## config.mk

```make
export PLATFORM = sky130hd
export DESIGN_NAME = regfile_write_arbiter_flat
export DESIGN_NICKNAME = d
export VERILOG_FILES = /design/src/rtl/regfile_write_arbiter_pkg.sv /design/src/rtl/regfile_write_arbiter_if.sv /design/src/rtl/regfile_write_arbiter_aux_write_fifo.sv /design/src/rtl/regfile_write_arbiter.sv /design/src/flat_wrapper.sv
export SDC_FILE = /design/constraint.sdc
export NUM_CORES = 1
export LEC_CHECK = 0
export ABC_AREA = 1
export CORE_AREA = 2 2 106 108
export DETAILED_ROUTE_END_ITERATION = 16
export DIE_AREA = 0 0 108 110
export PLACE_DENSITY = 0.83
export SYNTH_ARGS = -nofsm -noshare
export SYNTH_HDL_FRONTEND = slang
export SYNTH_SLANG_ARGS = --single-unit
```

## constraint.sdc

```tcl
create_clock -name clk -period 5.7 [get_ports clk]
set_input_delay 0.57 -clock clk [delete_from_list [all_inputs] [get_ports clk]]
set_output_delay 0.57 -clock clk [all_outputs]
set_load 0.05 [all_outputs]
```

## src/rtl/regfile_write_arbiter_pkg.sv

```systemverilog
// Shared definitions for the register-file write arbiter: register/data widths,
// the PC register index and the queued aux-write entry format.
package regfile_write_arbiter_pkg;

  localparam int unsigned REG_NUM_W = 4;
  localparam int unsigned DATA_W    = 32;

  localparam logic [REG_NUM_W-1:0] REG_PC = 4'd15;

  typedef struct packed {
    logic                 kill;
    logic [REG_NUM_W-1:0] num;
    logic [DATA_W-1:0]    data;
  } aux_entry_t;

  function automatic logic [15:0] reg_onehot(input logic [REG_NUM_W-1:0] n);
    logic [15:0] r;
    r    = '0;
    r[n] = 1'b1;
    return r;
  endfunction

endpackage

```

## src/rtl/regfile_write_arbiter_if.sv

```systemverilog
// Bundle of the writeback, aux request and register-file port signals.
// master drives the requests, slave is the arbiter.
interface regfile_write_arbiter_if;
  import regfile_write_arbiter_pkg::*;

  logic                 wb_write;
  logic [REG_NUM_W-1:0] wb_num;
  logic [DATA_W-1:0]    wb_data;
  logic                 aux_valid;
  logic                 aux_ready;
  logic [REG_NUM_W-1:0] aux_num;
  logic [DATA_W-1:0]    aux_data;
  logic                 regfile_write;
  logic [REG_NUM_W-1:0] regfile_write_reg;
  logic [DATA_W-1:0]    regfile_write_data;
  logic                 jmp;
  logic [DATA_W-1:0]    jmppc;
  logic                 pipe_stall;
  logic [15:0]          pending_mask;

  modport master (
    output wb_write, wb_num, wb_data, aux_valid, aux_num, aux_data,
    input  aux_ready, regfile_write, regfile_write_reg, regfile_write_data,
           jmp, jmppc, pipe_stall, pending_mask
  );

  modport slave (
    input  wb_write, wb_num, wb_data, aux_valid, aux_num, aux_data,
    output aux_ready, regfile_write, regfile_write_reg, regfile_write_data,
           jmp, jmppc, pipe_stall, pending_mask
  );

endinterface

```

## src/rtl/regfile_write_arbiter_aux_write_fifo.sv

```systemverilog
// Small FIFO of pending aux register writes; every valid entry whose
// destination matches kill_tag is marked killed when kill_en is set.
module aux_write_fifo
  import regfile_write_arbiter_pkg::*;
#(
  parameter int unsigned DEPTH = 2
) (
  input  logic                         clk,
  input  logic                         rst,
  input  logic                         push,
  input  aux_entry_t                   push_entry,
  input  logic                         pop,
  input  logic                         kill_en,
  input  logic [REG_NUM_W-1:0]         kill_tag,
  output aux_entry_t                   head,
  output logic                         full,
  output logic                         empty,
  output logic [DEPTH-1:0]             live_vec,
  output logic [DEPTH*REG_NUM_W-1:0]   num_vec
);

  localparam int unsigned PTR_W = $clog2(DEPTH);

  logic [PTR_W-1:0] wr_ptr_q, wr_ptr_d;
  logic [PTR_W-1:0] rd_ptr_q, rd_ptr_d;
  logic [DEPTH-1:0] valid_q, valid_d;
  aux_entry_t       mem_q [DEPTH];
  aux_entry_t       mem_d [DEPTH];

  // Entries are contiguous, so the slot under each pointer tells full/empty.
  assign head  = mem_q[rd_ptr_q];
  assign empty = !valid_q[rd_ptr_q];
  assign full  = valid_q[wr_ptr_q];

  always_comb begin
    live_vec = '0;
    num_vec  = '0;
    for (int unsigned i = 0; i < DEPTH; i++) begin
      live_vec[i]                     = valid_q[i] && !mem_q[i].kill;
      num_vec[i*REG_NUM_W +: REG_NUM_W] = mem_q[i].num;
    end
  end

  always_comb begin
    mem_d    = mem_q;
    valid_d  = valid_q;
    wr_ptr_d = wr_ptr_q;
    rd_ptr_d = rd_ptr_q;
    for (int unsigned i = 0; i < DEPTH; i++) begin
      if (kill_en && valid_q[i] && (mem_q[i].num == kill_tag)) begin
        mem_d[i].kill = 1'b1;
      end
    end
    if (pop && !empty) begin
      valid_d[rd_ptr_q] = 1'b0;
      rd_ptr_d          = rd_ptr_q + PTR_W'(1);
    end
    if (push && !full) begin
      mem_d[wr_ptr_q]   = push_entry;
      valid_d[wr_ptr_q] = 1'b1;
      wr_ptr_d          = wr_ptr_q + PTR_W'(1);
    end
  end

  always_ff @(posedge clk or posedge rst) begin
    if (rst) begin
      wr_ptr_q <= '0;
      rd_ptr_q <= '0;
      valid_q  <= '0;
      for (int unsigned i = 0; i < DEPTH; i++) begin
        mem_q[i] <= '0;
      end
    end else begin
      wr_ptr_q <= wr_ptr_d;
      rd_ptr_q <= rd_ptr_d;
      valid_q  <= valid_d;
      for (int unsigned i = 0; i < DEPTH; i++) begin
        mem_q[i] <= mem_d[i];
      end
    end
  end

endmodule

```

## src/rtl/regfile_write_arbiter.sv

```systemverilog
// Shares the register-file write port between the writeback pipeline (priority)
// and a queued aux requester, with kill-on-overwrite and starvation stall.
module regfile_write_arbiter
  import regfile_write_arbiter_pkg::*;
#(
  parameter int unsigned DEPTH    = 2,
  parameter int unsigned MAX_WAIT = 4
) (
  input  logic                    clk,
  input  logic                    rst,
  regfile_write_arbiter_if.slave  bus
);

  localparam int unsigned     CNT_W    = $clog2(MAX_WAIT + 1);
  localparam logic [CNT_W-1:0] WAIT_MAX = CNT_W'(MAX_WAIT);

  aux_entry_t                 head;
  aux_entry_t                 push_entry;
  logic                       full;
  logic                       empty;
  logic [DEPTH-1:0]           live_vec;
  logic [DEPTH*REG_NUM_W-1:0] num_vec;

  logic pipe_wr;
  logic port_free;
  logic head_dead;
  logic head_live;
  logic head_is_pc;
  logic aux_wr;
  logic aux_jmp;
  logic pop;
  logic push;

  logic [CNT_W-1:0] wait_cnt_q, wait_cnt_d;
  logic             pipe_stall_q, pipe_stall_d;

  assign pipe_wr    = bus.wb_write && (bus.wb_num != REG_PC);
  assign port_free  = !pipe_wr;
  // The concurrent pipeline write is younger, so it kills a matching head now.
  assign head_dead  = head.kill || (bus.wb_write && (bus.wb_num == head.num));
  assign head_live  = !empty && !head_dead;
  assign head_is_pc = (head.num == REG_PC);
  assign aux_wr     = head_live && !head_is_pc && port_free;
  assign aux_jmp    = head_live && head_is_pc;
  assign pop        = !empty && (head_dead || head_is_pc || port_free);
  assign push       = bus.aux_valid && !full;

  always_comb begin
    push_entry      = '0;
    push_entry.kill = bus.wb_write && (bus.aux_num == bus.wb_num);
    push_entry.num  = bus.aux_num;
    push_entry.data = bus.aux_data;
  end

  aux_write_fifo #(
    .DEPTH (DEPTH)
  ) u_fifo (
    .clk        (clk),
    .rst        (rst),
    .push       (push),
    .push_entry (push_entry),
    .pop        (pop),
    .kill_en    (bus.wb_write),
    .kill_tag   (bus.wb_num),
    .head       (head),
    .full       (full),
    .empty      (empty),
    .live_vec   (live_vec),
    .num_vec    (num_vec)
  );

  always_comb begin
    bus.regfile_write      = 1'b0;
    bus.regfile_write_reg  = '0;
    bus.regfile_write_data = '0;
    bus.jmp                = 1'b0;
    bus.jmppc              = '0;
    bus.aux_ready          = 1'b0;
    bus.pending_mask       = '0;
    if (!rst) begin
      bus.aux_ready = !full;
      if (pipe_wr) begin
        bus.regfile_write      = 1'b1;
        bus.regfile_write_reg  = bus.wb_num;
        bus.regfile_write_data = bus.wb_data;
      end else if (aux_wr) begin
        bus.regfile_write      = 1'b1;
        bus.regfile_write_reg  = head.num;
        bus.regfile_write_data = head.data;
      end
      if (aux_jmp) begin
        bus.jmp   = 1'b1;
        bus.jmppc = head.data;
      end
      for (int unsigned i = 0; i < DEPTH; i++) begin
        if (live_vec[i]) begin
          bus.pending_mask = bus.pending_mask | reg_onehot(num_vec[i*REG_NUM_W +: REG_NUM_W]);
        end
      end
    end
  end

  always_comb begin
    wait_cnt_d = wait_cnt_q;
    if (empty || pop) begin
      wait_cnt_d = '0;
    end else if (wait_cnt_q != WAIT_MAX) begin
      wait_cnt_d = wait_cnt_q + CNT_W'(1);
    end
    pipe_stall_d = (wait_cnt_d == WAIT_MAX);
  end

  assign bus.pipe_stall = pipe_stall_q;

  always_ff @(posedge clk or posedge rst) begin
    if (rst) begin
      wait_cnt_q   <= '0;
      pipe_stall_q <= 1'b0;
    end else begin
      wait_cnt_q   <= wait_cnt_d;
      pipe_stall_q <= pipe_stall_d;
    end
  end

endmodule

```

## src/flat_wrapper.sv

```systemverilog
// flat-port wrapper written by rule: the top's interface ports become plain ports
module regfile_write_arbiter_flat import regfile_write_arbiter_pkg::*;
#(
  parameter int unsigned DEPTH    = 2,
  parameter int unsigned MAX_WAIT = 4
)
  (clk, rst, bus_wb_write, bus_wb_num, bus_wb_data, bus_aux_valid, bus_aux_num, bus_aux_data, bus_aux_ready, bus_regfile_write, bus_regfile_write_reg, bus_regfile_write_data, bus_jmp, bus_jmppc, bus_pipe_stall, bus_pending_mask);
  regfile_write_arbiter_if bus_i ();
  input  logic clk;
  input  logic rst;
  input wire logic [$bits(bus_i.wb_write)-1:0] bus_wb_write;
  input wire logic [$bits(bus_i.wb_num)-1:0] bus_wb_num;
  input wire logic [$bits(bus_i.wb_data)-1:0] bus_wb_data;
  input wire logic [$bits(bus_i.aux_valid)-1:0] bus_aux_valid;
  input wire logic [$bits(bus_i.aux_num)-1:0] bus_aux_num;
  input wire logic [$bits(bus_i.aux_data)-1:0] bus_aux_data;
  output wire logic [$bits(bus_i.aux_ready)-1:0] bus_aux_ready;
  output wire logic [$bits(bus_i.regfile_write)-1:0] bus_regfile_write;
  output wire logic [$bits(bus_i.regfile_write_reg)-1:0] bus_regfile_write_reg;
  output wire logic [$bits(bus_i.regfile_write_data)-1:0] bus_regfile_write_data;
  output wire logic [$bits(bus_i.jmp)-1:0] bus_jmp;
  output wire logic [$bits(bus_i.jmppc)-1:0] bus_jmppc;
  output wire logic [$bits(bus_i.pipe_stall)-1:0] bus_pipe_stall;
  output wire logic [$bits(bus_i.pending_mask)-1:0] bus_pending_mask;
  assign bus_i.wb_write = bus_wb_write;
  assign bus_i.wb_num = bus_wb_num;
  assign bus_i.wb_data = bus_wb_data;
  assign bus_i.aux_valid = bus_aux_valid;
  assign bus_i.aux_num = bus_aux_num;
  assign bus_i.aux_data = bus_aux_data;
  assign bus_aux_ready = bus_i.aux_ready;
  assign bus_regfile_write = bus_i.regfile_write;
  assign bus_regfile_write_reg = bus_i.regfile_write_reg;
  assign bus_regfile_write_data = bus_i.regfile_write_data;
  assign bus_jmp = bus_i.jmp;
  assign bus_jmppc = bus_i.jmppc;
  assign bus_pipe_stall = bus_i.pipe_stall;
  assign bus_pending_mask = bus_i.pending_mask;
  regfile_write_arbiter #(.DEPTH(DEPTH), .MAX_WAIT(MAX_WAIT)) u_core (.clk(clk), .rst(rst), .bus(bus_i));
endmodule
```

==> results by group, run 1 <==
STA
  • Minimum clock period: approximately 4400 ps
  • Max Slew Vio Count: 0
  • Clock Skew: between 7 and 8 ps
  • Final Worst Setup Slack: approximately 1300 ps
  • Count of final setup violators: 0
  • Max Freq: ~230 MHz
  • RSZ-0062 raised after global routing: false
  • Endpoints failing hold: 0
  • Max-slew headroom: 0.493
  • Crit share post-route: 0.774
  • Least-Margin Pin Slew: roughly 760 ps
  • Post-Route Setup TNS: 0 ps

Die
  • Core area: ~0.011 mm²
  • # rows: 38
  • Initial core utilization: 0.488
  • Die area: 0.0119 mm²
  • Die H: ~110 µm
  • Chip width: between 100 and 150 µm
  • Io pins: about 160

Yosys
  • Asr flop ratio synth: 1.00
  • Synth cell types: 29
  • Dominant synthesized flop cell: dfrtp_1
  • Synthesized area: about 0.0052 mm²
  • Number of synthesized flops with an enable pin: 0
  • Synthesized flop and latch total: slightly above 80
  • Register area share after synthesis: 0.393
  • Synthesized netlist cell count: about 780
  • Mapped Avg Cell Area: just under 7 µm²
  • Net Count, Synth: ~850
  • Yosys Warn Count: 0

Clock network
  • Clock slew at reported path FFs: 80 ps
  • Clk sinks: 82
  • Later-pin clock latency in the skew report: 350 ps
  • Post-CTS setup buffer count: 0
  • Total clock buffers created by CTS: 9
  • TritonCTS clock tree: yes
  • CTS Buffer Depth: 2
  • Max H-tree Level: 3
  • Post-CTS Hold Buffers: 0
  • CTS resizes: 0
  • Clk root buf: clkbuf_8

Placement
  • Setup WS pre-CTS: 1550 ps
  • HPWL after detailed placement: 10.3 mm
  • Port Buffers: roughly 160
  • Final GP Congestion: just over 0.9

Route
  • First-pass DRT Iterations: 7
  • Initial DRC count: around 330
  • Post-route DRC: 0
  • Routed len/inst: 13.6 µm
  • Via count: 5354
  • Final ANT Viol Nets: 0
  • WL final: ~14 mm
  • Avg Vias per Cell: slightly above 5

Final layout
  • Fin nets: 989
  • Sequential Area: just over 0.002 mm²
  • # fillers: ~1000
  • Commonest non-fill, non-tap cell in the layout: nand2_1
  • Area growth, synth to finish: 35.1%
  • Share of layout cells above drive strength 1: 0.0633
  • Commonest cells after routing, fill and taps aside: nand2_1 (194), clkdlybuf4s50_1 (162), inv_1 (132), o21ai_0 (109), dfrtp_1 (81)
  • Area of the multi-input gates: 0.00244 mm²
  • Inserted Diodes: 0

Worst setup path
  • Max stage delay on crit path: approximately 870 ps
  • Reg2reg path depth: 10
  • Worst R2R Start: u_core.u_fifo.rd_ptr_q
  • CP arrival: 3840 ps
  • Crit path from: u_core.u_fifo.rd_ptr_q
  • CP Capture Point: bus_regfile_write_data[16]
  • CP Class: register to output port
  • Startpoint Class: register
  • Reg-to-Reg End: u_core.bus.pipe_stall
  • Slowest stage cell on the critical path: dfrtp_2
  • Crit path cell chain: inv_2 -> nand2_1 -> nand3_1 -> nand2_1 -> nor2_1 -> nand3_2 -> nand3_2 -> nor2_4 -> buf_4 -> nand3_1 -> a21oi_1 -> clkdlybuf4s50_1
  • Required time of the worst setup path: ~5100 ps
  • Critical Path End Type: output port
  • Crit path max fanout: 47
  • R2R Setup Slk: about 3200 ps

GRT
  • First-pass GRT wire length: 23.5 mm
  • Largest net degree at the start of global routing: 63
  • Vias in the first global route: between 4000 and 5000
  • GRT overflow: 0
  • Initial antenna violation count: 0
  • Total track usage: 0.250

Power and ir drop
  • VDD IR-drop max: 0.204 mV
  • Leakage power: 3.19 nW
  • PwrDens: roughly 400 mW/mm²

Run
  • Total of max-cap violations: 0

Worst hold path
  • Worst min-delay path category: primary input to async pin

Outcome
  • Status: finished, final reports clean
[area by class of cell]
cell class | count | area share
multi-input cells | 511 | 0.346
well taps | 140 | 0.0248
clock inverters | 6 | 0.00603
repair buffers | 173 | 0.241
inverters | 134 | 0.0715
flip-flops and latches | 82 | 0.291
clock buffers | 10 | 0.0195
[cell usage after synthesis (2+ instances only)]
cell,instances,share of area
nor3_1,5,0.0048
o22ai_1,3,0.0036
o21ai_1,3,0.0029
nand3_2,22,0.042
ha_1,2,0.0048
buf_6,3,0.0065
xnor2_1,2,0.0034
inv_1,133,0.096
xor2_1,3,0.0050
buf_1,2,0.0014
buf_2,11,0.011
nand4_1,3,0.0036
nor2_1,57,0.041
nand3_1,37,0.035
clkbuf_1,30,0.022
nand2_1,197,0.14
o21ai_0,109,0.10
o211ai_1,5,0.0072
dfrtp_1,82,0.39
buf_8,2,0.0058
a21oi_1,56,0.054
[report_power, final]
part,switching (mW),internal [mW],total [mW]
Clock,0.218,0.170,0.388
Sequential,0.227,0.845,1.07
Combinational,0.943,0.458,1.40
[worst min path at each step]
| stage | from | to | slack (ps) | cells after the start |
|---|---|---|---|---|
| detailed placement | register | register | 470 | 2 |
| CTS | rst | async pin | 340 | 3 |
| floorplan | register | register | 450 | 2 |
| global route | rst | u_core.u_fifo.rd_ptr_q | 370 | 3 |
| finish | rst | u_core.u_fifo.rd_ptr_q | 330 | 3 |
| global placement | register | register | 460 | 2 |
[metal layers]
layer  vias up  wire, µm  GRT usage
li1       2699         -          -
met1      2415      6060      0.328
met2       216      6950      0.418
met3        24      1180     0.0635
met4         0       194     0.0595
met5         -         0          0
[per-stage QoR]
stage                     instances  hold WS, ps  utilization  area (µm²)  total power [mW]
after floorplan                 775          453            -        5220              2.12
after global routing           1056          366        0.659        7050              3.13
after detailed placement       1040          472        0.642        6870              2.48
after CTS                      1056          344        0.659        7050              2.88
after global placement         1040          465        0.642        6870              2.44
final                          1056          335        0.659        7050              2.86
[critical path, delay by kind of cell, from the launching register on]
family / cells / cell delay (ps)
simple gates: 8 / 1040
flops: 1 / 870
compound gates: 1 / 160
buf+inv: 3 / 1420
[cell families after synthesis]
family                   after synthesis  share of synthesized area
adder cells (fa/ha/maj)                2                    0.00480
buffers and inverters                182                      0.142
XOR/XNOR                               5                    0.00839
AO/OA/AOI/OAI                        181                      0.180
flip-flops                            82                      0.393
AND/OR/NAND/NOR                      323                      0.271
Note: power is estimated with default switching activity, not from simulation.
==> run 2: changes to the inputs <==
Settings changed: CORE_AREA 2 2 106 108 to 2 2 114 116, DIE_AREA 0 0 108 110 to 0 0 116 118, PLACE_DENSITY 0.83 to 0.76.
Clock period 5.7 ns to 3.7 ns, I/O delays scaled along.
==> run 2 against run 1 <==
Compared with the run above:
- global-route usage is 2.1 points lower
- via count about the same
- register-to-register slack worse by 1900 ps
- worst hold slack better by 150 ps
- clock skew decreased by 2.0 ps
- die area increased by 15%
- non-clock buffer count grew 4
- sequential power up 53%
- setup slack worse by 820 ps
- largest cell class unchanged
- highest routed layer unchanged
==> results by group, run 2 (synthesized netlist as in run 1, its figures left out) <==
Outcome
  • Status: finished, final reports clean

Clock network
  • Total clock buffers created by CTS: 9 (unchanged)
  • Post-CTS Hold Buffers: 0 (unchanged)
  • Clk root buf: clkbuf_16
  • CTS resizes: 0 (unchanged)
  • Later-pin clock latency in the skew report: 340 ps (about the same)
  • Post-CTS setup buffer count: 0 (unchanged)
  • Clk sinks: 82 (unchanged)
  • TritonCTS clock tree: yes
  • Clock slew at reported path FFs: 60 ps (-20 ps)
  • Max H-tree Level: 3 (unchanged)
  • CTS Buffer Depth: 2 (unchanged)

Route
  • Post-route DRC: 0 (unchanged)
  • Avg Vias per Cell: 4.90 (-3.3%)
  • Routed len/inst: 13.7 µm (+0.36%)
  • First-pass DRT Iterations: 5 (-2)
  • Final ANT Viol Nets: 0 (unchanged)
  • WL final: 14.9 mm (+3.8%)
  • Via count: 5353 (-0.019%)
  • Initial DRC count: 438 (+31%)

STA
  • Max-slew headroom: 0.317 (-0.176)
  • Least-Margin Pin Slew: 1020 ps (+264 ps)
  • Hold WS: 482 ps (+148 ps)
  • Minimum clock period: roughly 3200 ps
  • Clock Skew: 5.19 ps (-2.05 ps)
  • Post-Route Setup TNS: 0 ps (unchanged)
  • Max Slew Vio Count: 0 (unchanged)
  • Count of final setup violators: 0 (unchanged)
  • Crit share post-route: 0.874
  • Max Freq: 309 MHz
  • RSZ-0062 raised after global routing: false
  • Endpoints failing hold: 0 (unchanged)

Final layout
  • Commonest non-fill, non-tap cell in the layout: nand2_1
  • Fin nets: 993 (+0.40%)
  • Non-filler instance count after layout: 1092 (+3.4%)
  • Share of layout cells above drive strength 1: 0.143 (+0.0802)
  • Inserted Diodes: 0 (unchanged)
  • Area growth, synth to finish: 44.2%
  • Commonest cells after routing, fill and taps aside: nand2_1 (194), inv_1 (132), o21ai_0 (109), clkdlybuf4s50_1 (92), dfrtp_1 (81)
  • Post-route core utilization: 0.606 (-0.0528)
  • Post-Layout Inst Area: 0.00753 mm² (+6.7%)
  • # fillers: 1190 (+22%)

Placement
  • Post-Place Cells: 1076 (+3.5%)
  • HPWL after detailed placement: 10.8 mm (+5.1%)
  • Port Buffers: 163 (unchanged)
  • Final GP Congestion: 0.906 (-0.46%)
  • Dpl cell area: 0.00723 mm² (+5.2%)

Worst setup path
  • Reg-to-Reg End: u_core.bus.pipe_stall
  • R2R Setup Slk: 1390 ps (-1850 ps)
  • Reg2reg path depth: 11 (+1)
  • Crit path max fanout: 9 (-81%)
  • Startpoint Class: register
  • CP arrival: 2860 ps (-980 ps)
  • CP Class: register to output port
  • Critical Path End Type: output port
  • Required time of the worst setup path: 3330 ps (-1800 ps)
  • Worst R2R Start: u_core.u_fifo.rd_ptr_q
  • Crit path from: u_core.u_fifo.valid_q[0]

GRT
  • Vias in the first global route: 5346 (+9.7%)
  • Largest net degree at the start of global routing: 83 (+32%)
  • GRT overflow: 0 (unchanged)
  • Total track usage: 0.229 (-0.0214)
  • Initial antenna violation count: 0 (unchanged)
  • First-pass GRT wire length: 25.3 mm (+7.8%)

Die
  • Io pins: 164 (unchanged)
  • Core area: 0.0124 mm² (+16%)
  • # rows: 41 (+7.9%)
  • Chip width: 116 µm (+7.4%)
  • Die H: 118 µm (+7.3%)
  • Initial core utilization: 0.420 (-0.0674)
  • Die area: 0.0137 mm² (+15%)

Run
  • Total of max-cap violations: 0 (unchanged)

Power and ir drop
  • VDD IR-drop max: 0.230 mV (+13%)
  • Leakage power: 3.51 nW (+10%)
  • PwrDens: 647 mW/mm² (+59%)

Worst hold path
  • Hold Crit Depth: 2
  • Worst min-delay path category: register to register
run 2: area by class of cell:
type                            count  area (µm²)  area share
Multi-Input combinational cell    511        2440       0.324
Sequential cell                    82        2050       0.273
Timing Repair Buffer              177        2020       0.268
Inverter                          134         507      0.0673
Clock buffer                        9         225      0.0299
Tap cell                          172         215      0.0286
Clock inverter                      7        70.1     0.00931
run 2: critical path, cell delays in order, from the launching register on:
cell             delay (ps)
dfrtp_1                 390
inv_1                    60
nor2_1                  480
inv_1                   120
nor3_1                  400
nand2_1                  90
a21oi_1                 160
clkdlybuf4s50_1         830
run 2: report_power, final:
group	total [mW]	switching [mW]	internal (mW)	leakage [nW]
combinational	2.34	1.52	0.822	2.34
clock	0.885	0.364	0.521	0.145
sequential	1.64	0.332	1.31	1.02
total	4.87	2.22	2.65	3.51
run 2: worst max path at each step:
stage,endpoint,slack [ps]
final,bus_pending_mask[13],470
after global routing,bus_pending_mask[14],270
after CTS,bus_pending_mask[13],540
after detailed placement,bus_regfile_write_data[19],840
after global placement,bus_regfile_write_data[0],870
after floorplan,bus_jmp,520
run 2: metrics by stage:
step	total power, mW	setup slack, ps
after floorplan	3.27	515
after global placement	3.92	869
after detailed placement	3.97	839
after CTS	4.88	541
after global routing	5.28	271
final	4.87	465
run 2: layer usage:
| layer | track usage | routed length [µm] | vias up |
|---|---|---|---|
| met3 | 0.0433 | 938 | 22 |
| met1 | 0.289 | 6320 | 2447 |
| met4 | 0.0722 | 233 | 0 |
| li1 | - | - | 2711 |
| met5 | 0 | 0 | - |
| met2 | 0.391 | 7430 | 173 |
==> run 3: changes to the inputs <==
Settings changed: CAP_MARGIN set to 25, RECOVER_POWER set to 25.
==> run 3 against run 2 <==
Compared with the run above:
- the run now ends with capacitance limit, slew limit left
- sequential cell count unchanged
- wire length fell by 0.37%
- global-route usage did not move
- first-iteration DRC count is 10% lower
- largest power group unchanged
- total power fell by 0.15%
- sequential share of layout area barely moved
- worst hold slack about the same
==> results by group, run 3 (synthesized netlist as in run 1, its figures left out) <==
GRT
  • Vias in the first global route: 5346 (unchanged)
  • GRT overflow: 0 (unchanged)
  • GR peak layer: met2
  • Grt met2 use: 0.391 (unchanged)
  • GR met1 Demand/Resource: 0.289 (unchanged)
  • Initial antenna violation count: 0 (unchanged)
  • Grt met3 use: 0.0433 (unchanged)
  • Total track usage: 0.229 (unchanged)
  • First-pass GRT wire length: 25.3 mm (unchanged)
  • Largest net degree at the start of global routing: 83 (unchanged)

Final layout
  • Share of layout cells above drive strength 1: 0.143 (-0.000156)
  • # fillers: 1186 (-0.34%)
  • Post-Layout Inst Area: 0.00752 mm² (about the same)
  • Commonest non-fill, non-tap cell in the layout: nand2_1
  • Commonest cells after routing, fill and taps aside: nand2_1 (194), inv_1 (132), o21ai_0 (109), clkdlybuf4s50_1 (92), dfrtp_1 (81)
  • Area growth, synth to finish: 44.2% (about the same)
  • Fin nets: 994 (+0.10%)
  • Inserted Diodes: 0 (unchanged)

Worst setup path
  • Critical Path End Type: output port
  • Crit path max fanout: 9 (unchanged)
  • Reg2reg path depth: 11 (unchanged)
  • Worst R2R Start: u_core.u_fifo.rd_ptr_q
  • CP arrival: 2890 ps (+30 ps)
  • Reg-to-Reg End: u_core.bus.pipe_stall
  • Startpoint Class: register
  • R2R Setup Slk: 1390 ps (about the same)
  • Required time of the worst setup path: 3330 ps (about the same)
  • Crit path cell chain: inv_1 -> nor2_1 -> inv_1 -> nor3_1 -> nand2_1 -> a21oi_1 -> clkdlybuf4s50_1
  • Slowest stage cell on the critical path: clkdlybuf4s50_1
  • CP Class: register to output port
  • Max stage delay on crit path: 830 ps (about the same)
  • Critical path's most frequent cell: inv_1

STA
  • Max Slew Vio Count: 65 (+65)
  • Post-Route Setup TNS: 0 ps (unchanged)
  • Clock Skew: 4.36 ps (-0.837 ps)
  • Least-Margin Pin Slew: 1520 ps (+499 ps)
  • Count of final setup violators: 0 (unchanged)
  • Minimum clock period: 3260 ps (+23.8 ps)
  • Max Freq: 307 MHz (-0.73%)
  • Crit share post-route: 0.881 (+0.00643)
  • RSZ-0062 raised after global routing: false
  • Endpoints failing hold: 0 (unchanged)
  • Max-slew headroom: -0.0162 (-0.333)

Clock network
  • Clock slew at reported path FFs: 60 ps (about the same)
  • TritonCTS clock tree: yes
  • CTS resizes: 0 (unchanged)
  • Post-CTS Hold Buffers: 0 (unchanged)
  • Post-CTS setup buffer count: 0 (unchanged)
  • Clk root buf: clkbuf_16
  • Total clock buffers created by CTS: 9 (unchanged)
  • Later-pin clock latency in the skew report: 340 ps (about the same)
  • Max H-tree Level: 3 (unchanged)
  • Clk sinks: 82 (unchanged)
  • CTS Buffer Depth: 2 (unchanged)

Power and ir drop
  • Cell internal pwr: 2.65 mW (about the same)
  • Comb power frac: 0.481 (about the same)
  • Leakage power: 3.51 nW (about the same)
  • VDD IR-drop max: 0.228 mV (-1.1%)
  • Sequential fraction of design power: 0.337 (about the same)
  • PwrDens: 646 mW/mm² (-0.13%)
  • Net load switching power: 2.21 mW (-0.32%)
  • Switching Share: 0.455 (-0.000797)
  • Clock network power share: 0.182 (about the same)

Placement
  • Final GP Congestion: 0.906 (unchanged)
  • Dpl cell area: 0.00723 mm² (unchanged)
  • HPWL after detailed placement: 10.8 mm (unchanged)
  • Port Buffers: 163 (unchanged)

Die
  • Core area: 0.0124 mm² (unchanged)
  • Io pins: 164 (unchanged)
  • # rows: 41 (unchanged)
  • Die H: 118 µm (unchanged)
  • Die area: 0.0137 mm² (unchanged)
  • Initial core utilization: 0.420 (unchanged)
  • Chip width: 116 µm (unchanged)

Worst hold path
  • Worst min-delay path category: register to register
  • Hold Crit Depth: 2 (unchanged)

Outcome
  • Failing checks: capacitance limit, slew limit
  • Status: complete, but fails checks

Route
  • Via count: 5352 (-0.019%)
  • WL final: 14.9 mm (-0.37%)
  • Initial DRC count: 393 (-10%)
  • Avg Vias per Cell: 4.90 (-0.11%)
  • First-pass DRT Iterations: 5 (unchanged)
  • Post-route DRC: 0 (unchanged)
  • Final ANT Viol Nets: 0 (unchanged)
  • Routed len/inst: 13.6 µm (-0.46%)

Run
  • Total of max-cap violations: 1 (+1)
-- run 3: cell count changes in the layout (fill, tap and decap cells not counted), sizes merged --
| cell | before | now |
|---|---|---|
| buf | 85 | 84 |
| clkbuf | 9 | 11 |
-- run 3: metrics by stage --
stage	setup slack, ps	utilization	total power, mW	hold WS [ps]	cells
after detailed placement	839	0.582	3.97	473	1076
after floorplan	515	-	3.27	453	775
after CTS	541	0.606	4.88	488	1092
after global placement	869	0.582	3.92	464	1076
final	441	0.606	4.86	483	1093
after global routing	243	0.606	5.27	508	1093
-- run 3: cell type report --
cell class / count / area (µm²) / share of cell area
tap: 172 / 215 / 0.0286
clock inverter: 7 / 70.1 / 0.00931
multi-input combinational: 511 / 2440 / 0.324
clock buffer: 9 / 225 / 0.0299
inverter: 134 / 504 / 0.0670
sequential: 82 / 2050 / 0.273
timing repair buffer: 178 / 2020 / 0.269
-- run 3: power by group through the flow --
stage | clock, mW | sequential (mW) | combinational (mW)
after floorplan | 0 | 1.51 | 1.76
after global placement | 0 | 1.63 | 2.29
after detailed placement | 0 | 1.64 | 2.33
after CTS | 0.902 | 1.63 | 2.35
after global routing | 0.928 | 1.70 | 2.65
final | 0.883 | 1.64 | 2.34
-- run 3: how the worst max path moves through the flow --
stage                        startpoint                          to
5_1_grt                             rst                   async pin
6_report       u_core.u_fifo.valid_q[0]        bus_pending_mask[13]
2_1_floorplan                       rst                     bus_jmp
3_3_place_gp              bus_wb_num[3]   bus_regfile_write_data[0]
4_1_cts        u_core.u_fifo.valid_q[0]        bus_pending_mask[13]
3_5_place_dp              bus_wb_num[3]  bus_regfile_write_data[19]
-- run 3: critical path, delay by kind of cell, from the launching register on --
kind | cells | cell delay [ps]
AO/OA/AOI/OAI | 1 | 160
buffers and inverters | 3 | 1010
flip-flops | 1 | 390
AND/OR/NAND/NOR | 3 | 990
-- run 3: routing by layer --
metal	wire length [µm]	part of all wire	vias up
met5	0	0	-
met4	209	0.014	0
met3	867	0.058	19
met2	7480	0.50	165
met1	6310	0.42	2458
li1	-	-	2710
